--- src/rtl/seven_seg_pkg.sv ---
// Shared definitions for the 7-segment display path: segment patterns,
// special result codes and the reader state encoding.
package seven_seg_pkg;

  // Active-high segment patterns (bit0=a .. bit6=g) for digits 0..9.
  // The display decoder uses the same table, so both ends stay identical.
  // Element d of the packed array is the pattern for digit d.
  localparam logic [9:0][6:0] SEG_PATTERNS = {
    7'b1101111,  // 9
    7'b1111111,  // 8
    7'b0000111,  // 7
    7'b1111101,  // 6
    7'b1101101,  // 5
    7'b1100110,  // 4
    7'b1001111,  // 3
    7'b1011011,  // 2
    7'b0000110,  // 1
    7'b0111111   // 0
  };

  localparam logic [3:0] BLANK_CODE = 4'hF;
  localparam logic [3:0] ERR_CODE   = 4'hE;

  typedef enum logic [1:0] {
    IDLE     = 2'd0,
    SETTLING = 2'd1,
    CAPTURED = 2'd2
  } state_e;

endpackage

--- src/rtl/segment_pattern_to_bcd.sv ---
// Inverse 7-segment decoder: active-low pattern in, digit code out.
// Blank (all segments off) and unrecognised patterns get special codes.
module segment_pattern_to_bcd
  import seven_seg_pkg::*;
(
  input  logic [6:0] pattern_n,
  output logic [3:0] code,
  output logic       legal,
  output logic       blank
);

  logic [6:0] lit;

  // Compare the lit segments against every digit pattern in the table
  always_comb begin
    lit   = ~pattern_n;
    code  = ERR_CODE;
    legal = 1'b0;
    blank = 1'b0;
    if (lit == 7'b0000000) begin
      code  = BLANK_CODE;
      blank = 1'b1;
    end else begin
      for (int d = 0; d < 10; d++) begin
        if (lit == SEG_PATTERNS[d]) begin
          code  = 4'(d);
          legal = 1'b1;
        end
      end
    end
  end

endmodule

--- src/rtl/seven_segment_reader.sv ---
// Reads a multiplexed active-low 7-segment bus: synchronises the lines,
// waits for a stable one-hot digit enable, decodes the segments and
// keeps the last result per digit position.
module seven_segment_reader
  import seven_seg_pkg::*;
#(
  parameter int NUM_DIGITS    = 4,
  parameter int STABLE_CYCLES = 8,
  parameter int CNT_W         = 8
) (
  input  logic                    clk,
  input  logic                    rst_n,
  input  logic [6:0]              segments,
  input  logic [NUM_DIGITS-1:0]   digit_en,
  output logic [4*NUM_DIGITS-1:0] digits,
  output logic [NUM_DIGITS-1:0]   digit_valid,
  output logic [NUM_DIGITS-1:0]   digit_error,
  output logic                    update,
  output logic                    frame_valid
);

  localparam int SW = NUM_DIGITS + 7;
  localparam logic [CNT_W-1:0] STABLE_MAX = CNT_W'(STABLE_CYCLES);
  localparam logic [CNT_W-1:0] STABLE_PRE = CNT_W'(STABLE_CYCLES - 1);

  logic [SW-1:0]           sync1_q, sync1_d;
  logic [SW-1:0]           sync2_q, sync2_d;
  logic [SW-1:0]           prev_q, prev_d;
  logic [CNT_W-1:0]        cnt_q, cnt_d;
  state_e                  state_q, state_d;
  logic [4*NUM_DIGITS-1:0] digits_q, digits_d;
  logic [NUM_DIGITS-1:0]   valid_q, valid_d;
  logic [NUM_DIGITS-1:0]   error_q, error_d;
  logic [NUM_DIGITS-1:0]   seen_q, seen_d;
  logic                    update_q, update_d;
  logic                    frame_q, frame_d;

  logic [NUM_DIGITS-1:0]   sel;
  logic                    changed;
  logic                    one_hot;
  logic                    capture;
  logic [3:0]              dec_code;
  logic                    dec_legal;
  logic                    dec_blank;

  segment_pattern_to_bcd u_decode (
    .pattern_n (sync2_q[6:0]),
    .code      (dec_code),
    .legal     (dec_legal),
    .blank     (dec_blank)
  );

  // Next-state logic: sync pipeline, stability count, FSM and capture
  always_comb begin
    sync1_d  = {digit_en, segments};
    sync2_d  = sync1_q;
    prev_d   = sync2_q;
    sel      = ~sync2_q[SW-1:7];
    changed  = (sync2_q != prev_q);
    one_hot  = $onehot(sel);
    capture  = 1'b0;
    state_d  = state_q;
    digits_d = digits_q;
    valid_d  = valid_q;
    error_d  = error_q;

    if (changed)                 cnt_d = '0;
    else if (cnt_q == STABLE_MAX) cnt_d = cnt_q;
    else                         cnt_d = cnt_q + 1'b1;

    case (state_q)
      IDLE: begin
        if (one_hot) state_d = SETTLING;
      end
      SETTLING: begin
        if (!one_hot) begin
          state_d = IDLE;
        end else if (!changed && cnt_q >= STABLE_PRE) begin
          // Counter reaches STABLE_CYCLES on this edge
          capture = 1'b1;
          state_d = CAPTURED;
        end
      end
      CAPTURED: begin
        if (changed) state_d = one_hot ? SETTLING : IDLE;
      end
      default: state_d = IDLE;
    endcase

    for (int i = 0; i < NUM_DIGITS; i++) begin
      if (capture && sel[i]) begin
        digits_d[4*i +: 4] = dec_code;
        valid_d[i]         = dec_legal;
        error_d[i]         = !dec_legal && !dec_blank;
      end
    end

    seen_d   = seen_q | (capture ? sel : '0);
    update_d = capture;
    frame_d  = frame_q | (&seen_d);
  end

  // All state and registered outputs; reset returns the bus to idle
  always_ff @(posedge clk or negedge rst_n) begin
    if (!rst_n) begin
      sync1_q  <= '1;
      sync2_q  <= '1;
      prev_q   <= '1;
      cnt_q    <= '0;
      state_q  <= IDLE;
      digits_q <= {NUM_DIGITS{BLANK_CODE}};
      valid_q  <= '0;
      error_q  <= '0;
      seen_q   <= '0;
      update_q <= 1'b0;
      frame_q  <= 1'b0;
    end else begin
      sync1_q  <= sync1_d;
      sync2_q  <= sync2_d;
      prev_q   <= prev_d;
      cnt_q    <= cnt_d;
      state_q  <= state_d;
      digits_q <= digits_d;
      valid_q  <= valid_d;
      error_q  <= error_d;
      seen_q   <= seen_d;
      update_q <= update_d;
      frame_q  <= frame_d;
    end
  end

  assign digits      = digits_q;
  assign digit_valid = valid_q;
  assign digit_error = error_q;
  assign update      = update_q;
  assign frame_valid = frame_q;

endmodule

--- config.mk ---
export PLATFORM = sky130hd
export DESIGN_NAME = seven_segment_reader
export DESIGN_NICKNAME = d
export VERILOG_FILES = /design/src/rtl/seven_seg_pkg.sv /design/src/rtl/segment_pattern_to_bcd.sv /design/src/rtl/seven_segment_reader.sv
export SDC_FILE = /design/constraint.sdc
export NUM_CORES = 1
export LEC_CHECK = 0
export BUFFER_PORTS_ARGS = -buffer_cell sky130_fd_sc_hd__buf_2
export CAP_MARGIN = 10
export CELL_PAD_IN_SITES_DETAIL_PLACEMENT = 2
export CELL_PAD_IN_SITES_GLOBAL_PLACEMENT = 2
export CORE_ASPECT_RATIO = 0.8
export CORE_MARGIN = 5
export CORE_UTILIZATION = 41
export DETAILED_ROUTE_END_ITERATION = 8
export GPL_ROUTABILITY_DRIVEN = 0
export GPL_TIMING_DRIVEN = 0
export PLACE_DENSITY_LB_ADDON = 0.2
export SYNTH_ARGS = -nofsm -noshare
export SYNTH_HDL_FRONTEND = slang
export SYNTH_SLANG_ARGS = --single-unit
--- constraint.sdc ---
create_clock -name clk -period 5 [get_ports clk]
set_clock_uncertainty 0.05 [all_clocks]
set_input_delay 1 -clock clk [delete_from_list [all_inputs] [get_ports clk]]
set_output_delay 1 -clock clk [all_outputs]
set_load 0.01 [all_outputs]
==> impl_metrics.py, run 1 <==
metrics = {
    "sta": {
        "worst_pin_slew_ns": 1.05,
        "relSlewSlack_pct": 29.4,
        "final-hold-violation-count": 0,
        "finalCritPeriodShare_pct": 69.9,
        "drv_slew": 0,
        "grt_setup_unrepaired": "no",
        "tns_ns": 0,
        "finalSetupViolCount": 0,
        "finalCriticalPeriod_ns": 3.49,
        "fmax_ghz": 0.286,
    },
    "final_layout": {
        "nets": 309,
        "final_util_pct": 49.0,
        "area_delta_synth_final_pct": 18.5,
        "drive_above_1_share_pct": 39.9,
        "n_antenna_cell": 0,
    },
    "grt": {
        "grt_pass1_wl_um": 12100,
        "grtUsageTotal_pct": 17.4,
        "globalRouteMet1Util_pct": 22.0,
        "grt_max_degree": 74,
        "grt_pass1_vias": 2294,
        "antenna_found_initial": 0,
        "gr-total-overflow": 0,
        "grt_util_met2_pct": 29.0,
        "grt_use_met3_pct": 4.69,
        "top_usage_layer": "met2",
    },
    "route": {
        "drt_pass1_iterations": 6,
        "vias": 2042,
        "drc_errors": 0,
        "via_per_inst": 5.29,
        "drt-initial-drc-count": 103,
        "postRouteAntennaNets": 0,
        "wl_per_cell_um": 18.7,
        "totalWireLength_um": 7200,
    },
    "pwr": {
        "peakVddDrop_mv": 0.196,
        "power.density_nw_per_um2": 351,
        "p_leak_nw": 1.58,
    },
    "clock_network": {
        "h-tree-depth": 3,
        "post_cts_resized": 0,
        "path_clk_slew_ns": 0.08,
        "cts_setup_buffers": 0,
        "clk_latency_ns": 0.34,
        "cts_buffer_depth": 2,
        "cts.sinks": 73,
        "postCtsHoldBufs": 0,
        "root_buffer": "clkbuf_8",
        "cts_tree": "built",
        "cts_inserted_buffers": 9,
    },
    "die": {
        "coreArea_um2": 7290,
        "die_y_um": 86.6,
        "fp.dieW_um": 106,
        "fp-row-count": 28,
        "initial_core_util_pct": 41.3,
        "pin_count": 39,
        "die-area_um2": 9170,
    },
    "logic_synthesis": {
        "synth_top_area_share_pct": 42.8,
        "netlist_area_um2": 3010,
        "synth-simple-area-share_pct": 15.9,
        "yosysSeqAreaShare_pct": 62.7,
        "synth_top_family_by_area": "simple AND/OR/NAND/NOR gates",
        "synth_nets": 260,
        "synth_commonest_cells": "dfstp_2, nand2_1, dfrtp_1, o21ai_1",
        "synth_seq_cells": 73,
        "synth.most_common_cell": "dfstp_2",
        "yosys.area.top_type": "dfstp_2",
        "synth_flop_cell": "dfstp_2",
        "yosys_warnings": 0,
        "synth_edf_count": 0,
        "synth_compound_area_share_pct": 9.02,
        "yosys.area_share.xor_xnor_pct": 5.53,
        "ys_top_cells_by_area": "dfstp_2, dfrtp_1, xor2_1, o21ai_1, nand2_1",
        "synthCells": 242,
        "muxShareOfSynthArea_pct": 2.16,
        "syn_area_per_cell_um2": 12.4,
        "synth_fa_ha_area_share_pct": 2.33,
        "synthArstFlopShare_pct": 100,
        "synthDistinctLibCells": 44,
    },
    "run": {
        "cap_violations": 0,
    },
    "setup_path": {
        "cp.arrival_ns": 3.73,
        "worst_ep_required_time_ns": 5.23,
        "cp_slowest_stage_delay_ns": 0.60,
        "cp-start-kind": "register",
        "slowest_stage": "dfstp_2",
        "cpMostUsedCell": "ha_1",
        "end_kind": "register",
        "path_class": "reg -> reg",
        "worstPathCellList": "fa_1, inv_1, ha_1, ha_1, or4b_4, a2111oi_1, nand4_1, nand2b_1, a41o_1",
        "critPathMaxFanout": 7,
    },
    "placement": {
        "portBuffers": 38,
        "dp_hpwl_um": 5100,
    },
    "run_status": {
        "outcome": "finished clean",
    },
    "worst_hold_path": {
        "hold_path_class": "reg -> reg",
    },
}
-- worst paths after layout --
| kind | start | end | slack [ns] | cells after the start |
|---|---|---|---|---|
| hold reg to reg | sync1_q[5]$_DFF_PN1_ | prev_d[5]$_DFF_PN1_ | 0.30 | 0 |
| min in group asynchronous | rst_n | state_q[1]$_DFFE_PN0P_ | 0.75 | 1 |
| max in group asynchronous | rst_n | digit_error[0]$_DFFE_PN0P_ | 3.60 | 1 |
| setup reg to reg | prev_d[10]$_DFF_PN1_ | frame_valid$_DFF_PN0_ | 1.51 | 9 |
| setup / recovery | prev_d[10]$_DFF_PN1_ | frame_valid$_DFF_PN0_ | 1.51 | 9 |
| hold / removal | sync1_q[5]$_DFF_PN1_ | prev_d[5]$_DFF_PN1_ | 0.30 | 0 |
-- critical path, delay by kind of cell (launching register included) --
family / cells / cell delay [ns]
and+or+nand+nor: 3 / 1.27
adders and majority gates: 3 / 0.81
AOI/OAI and AO/OA: 2 / 0.64
DFF: 1 / 0.60
buffers and inverters: 1 / 0.07
-- sequential cells by signal, indices dropped and copies added (netlist names) --
name / count
cnt_q: 8
digit_error: 4
digit_valid: 4
digits: 16
frame_valid: 1
prev_d: 11
prev_q: 11
seen_q: 4
state_q: 2
sync1_q: 11
update: 1
-- kinds of logic after synthesis --
| logic type | Yosys count |
|---|---|
| multiplexers | 6 |
| AND/OR/NAND/NOR | 81 |
| buffers and inverters | 16 |
| XOR/XNOR | 19 |
| flip-flops | 73 |
| AO/OA/AOI/OAI | 42 |
| adder cells (fa/ha/maj) | 5 |
-- report_power, final --
part	switching, mW	internal [mW]	total [mW]	leakage [nW]
Sequential	0.0103	0.617	0.627	0.847
Combinational	0.0483	0.0241	0.0724	0.604
Clock	0.219	0.332	0.551	0.125
Total	0.277	0.974	1.25	1.58
-- final cells by class --
class,instances,area (µm²)
fill,745,3720
multi-input combinational,153,1050
clock inverter,2,37.5
tap,90,113
clock buffer,14,215
timing repair buffer,38,193
buffer,8,40.0
sequential,73,1890
inverter,8,30.0
-- per-layer routing --
layer  up-vias  share of wire (%)
li1        933                  -
met1      1049                 45
met2        47                 49
met3        13                3.7
met4         0                1.9
met5         -                  0
-- cells in the final DEF, fill, tap and decap left out, drive strengths merged, types with 3 or more instances in the layout --
cell,count
dfstp,49
or3,4
nand4,5
mux2,4
ha,4
dfrtp,24
a2111oi,4
buf,41
xnor2,3
xor2,16
nor4,4
clkbuf,19
a21oi,5
o21ai,21
nand2,26
nor2,16
nand2b,5
inv,8
nand3,8
-- metrics by stage --
stage	hold WS, ns	power [mW]	std cells	worst slack (ns)	cell area, µm²
6_report	0.300	1.25	386	1.51	3570
5_1_grt	0.302	1.32	386	1.29	3570
4_1_cts	0.298	1.27	386	1.48	3570
3_5_place_dp	0.297	0.711	370	1.51	3320
3_3_place_gp	0.296	0.704	370	1.63	3310
2_1_floorplan	0.295	0.678	242	1.95	3010
Power figures use the tool's default switching activity.
==> inputs of run 2 (changes only) <==
CORE_UTILIZATION = 35   (was 41)
clock period = 3.1 ns   (was 5 ns; I/O delays follow)
==> run 2 against run 1 <==
  * The flow now finishes with violations (setup timing)
  * Core utilization down 3.7 points
  * Count of clock-buffer cells in the layout shrank 2
  * Fmax increased by 12%
  * First-iteration DRC count decreased by 64%
  * Largest power group unchanged
  * Critical endpoint is now digit_valid[2]$_DFFE_PN0P_
  * Sequential cell count unchanged
  * Final area is 7.1% higher
  * Clock power grew 41%
  * Non-clock buffer count is 16 higher
==> impl_metrics.py, run 2 (same netlist as run 1, synthesis figures left out) <==
metrics = {
    "sta": {
        "final-hold-violation-count": 0,
        "tns_ns": -0.0423,
        "finalCriticalPeriod_ns": 3.13,
        "finalCritPeriodShare_pct": 101,
        "relSlewSlack_pct": 10.5,
        "finalWorstSetupSlack_ns": -0.0270,
        "fmax_ghz": 0.320,
        "drv_slew": 0,
        "worst_pin_slew_ns": 1.33,
        "grt_setup_unrepaired": "yes",
        "finalSetupViolCount": 4,
    },
    "setup_path": {
        "crit_family": "simple AND/OR/NAND/NOR gates",
        "end_kind": "register",
        "path_class": "reg -> reg",
        "crit_buf_inv": 2,
        "worst_ep_required_time_ns": 3.29,
        "r2r_cells": 9,
        "slowest_stage": "or4b_4",
        "cp_slowest_stage_delay_ns": 0.58,
        "critPathMaxFanout": 6,
        "worst-path-stages": 9,
        "cp.arrival_ns": 3.31,
        "worstPathCellList": "fa_1, inv_1, ha_2, ha_4, or4b_4, inv_4, nand3_4, or3_4, mux2_4",
        "cp-start-kind": "register",
    },
    "grt": {
        "grtUsageTotal_pct": 15.1,
        "gr-total-overflow": 0,
        "antenna_found_initial": 0,
        "grt_max_degree": 54,
        "grt_pass1_wl_um": 12000,
        "grt_pass1_vias": 2235,
    },
    "final_layout": {
        "nFillCells": 876,
        "mostFrequentLayoutCells": "dfstp_2, buf_2, dfrtp_1",
        "area_delta_synth_final_pct": 27.0,
        "layout_commonest_cell": "dfstp_2",
        "drive_above_1_share_pct": 50.3,
        "design_area_um2": 3820,
        "n_antenna_cell": 0,
        "nets": 325,
        "largest_reg_flops": 16,
    },
    "route": {
        "postRouteAntennaNets": 0,
        "via_per_inst": 4.88,
        "wl_per_cell_um": 17.8,
        "drt-initial-drc-count": 37,
        "totalWireLength_um": 7560,
        "drt_pass1_iterations": 4,
        "drc_errors": 0,
        "vias": 2068,
    },
    "run": {
        "cap_violations": 0,
    },
    "die": {
        "fp.dieW_um": 114,
        "pin_count": 39,
        "die-area_um2": 10600,
        "coreArea_um2": 8450,
        "initial_core_util_pct": 35.6,
        "fp-row-count": 30,
        "die_y_um": 93.0,
    },
    "pwr": {
        "p_leak_nw": 1.66,
        "peakVddDrop_mv": 0.364,
        "power.density_nw_per_um2": 504,
    },
    "placement": {
        "dp_hpwl_um": 5170,
        "portBuffers": 38,
        "placed_area_um2": 3370,
    },
    "worst_hold_path": {
        "hold_path_class": "in -> async",
    },
    "clock_network": {
        "cts_buffer_depth": 2,
        "path_clk_slew_ns": 0.07,
        "cts_inserted_buffers": 9,
        "h-tree-depth": 3,
        "cts.sinks": 73,
        "root_buffer": "clkbuf_8",
        "cts_tree": "built",
        "clk_latency_ns": 0.35,
    },
    "run_status": {
        "violations": "setup timing",
        "outcome": "complete, but fails checks",
    },
}
-- run 2: path summary, 6_finish.rpt --
| kind | startpoint | endpoint | slack [ns] |
|---|---|---|---|
| max in group asynchronous | rst_n | prev_d[6]$_DFF_PN1_ | 2.30 |
| max reg2reg | prev_d[7]$_DFF_PN1_ | digit_valid[2]$_DFFE_PN0P_ | -0.03 |
| min | rst_n | cnt_q[4]$_DFFE_PN0P_ | 0.10 |
| min reg2reg | sync1_q[0]$_DFF_PN1_ | prev_d[0]$_DFF_PN1_ | 0.31 |
| min in group clk | sync1_q[0]$_DFF_PN1_ | prev_d[0]$_DFF_PN1_ | 0.31 |
| max | prev_d[7]$_DFF_PN1_ | digit_valid[2]$_DFFE_PN0P_ | -0.03 |
-- run 2: report_power, final --
group | internal (mW) | switching (mW)
registers | 0.995 | 0.0156
clock network | 0.421 | 0.356
logic | 0.0490 | 0.0904
total | 1.46 | 0.462
-- run 2: what timing repair did --
| item | in CTS | in global routing |
|---|---|---|
| setup buffers | 12 | 3 |
| hold buffers | 0 | 0 |
| pin swaps | 5 | 9 |
| gates resized for setup | 8 | 25 |
| setup endpoints to repair | 29 | 26 |
-- run 2: area by class of cell --
type	instances	area, µm²	area share [%]
Buffer	8	40.0	1.05
Clock buffer	12	156	4.09
Clock inverter	4	48.8	1.28
Inverter	8	32.5	0.851
Multi-Input combinational cell	153	1160	30.5
Sequential cell	73	1890	49.4
Tap cell	112	140	3.67
Timing Repair Buffer	54	352	9.20
-- run 2: routing by layer --
layer  track usage (%)  vias to the layer above  share of wire, %
li1                  -                      968                 -
met1              20.4                     1045                48
met2              23.0                       42                46
met3              3.98                       13               4.1
met4              5.91                        0               1.4
met5                 0                        -                 0
-- run 2: worst register-to-register path, stage by stage, from the launching register on --
cell and delay (ns):
dfstp_2 0.55, fa_1 0.41, inv_1 0.08, ha_2 0.19
ha_4 0.20, or4b_4 0.58, inv_4 0.09, nand3_4 0.11
or3_4 0.43, mux2_4 0.32
-- run 2: stage by stage --
stage	hold WS, ns	total power, mW	cells	utilization, %	setup slack [ns]
after CTS	0.0825	1.96	421	43.9	0.00165
after detailed placement	0.297	1.15	393	39.9	-0.397
final	0.102	1.93	424	45.3	-0.0270
after floorplan	0.274	1.09	242	-	0.0492
after global placement	0.296	1.14	392	39.6	-0.321
after global routing	0.105	2.02	424	45.3	-0.113
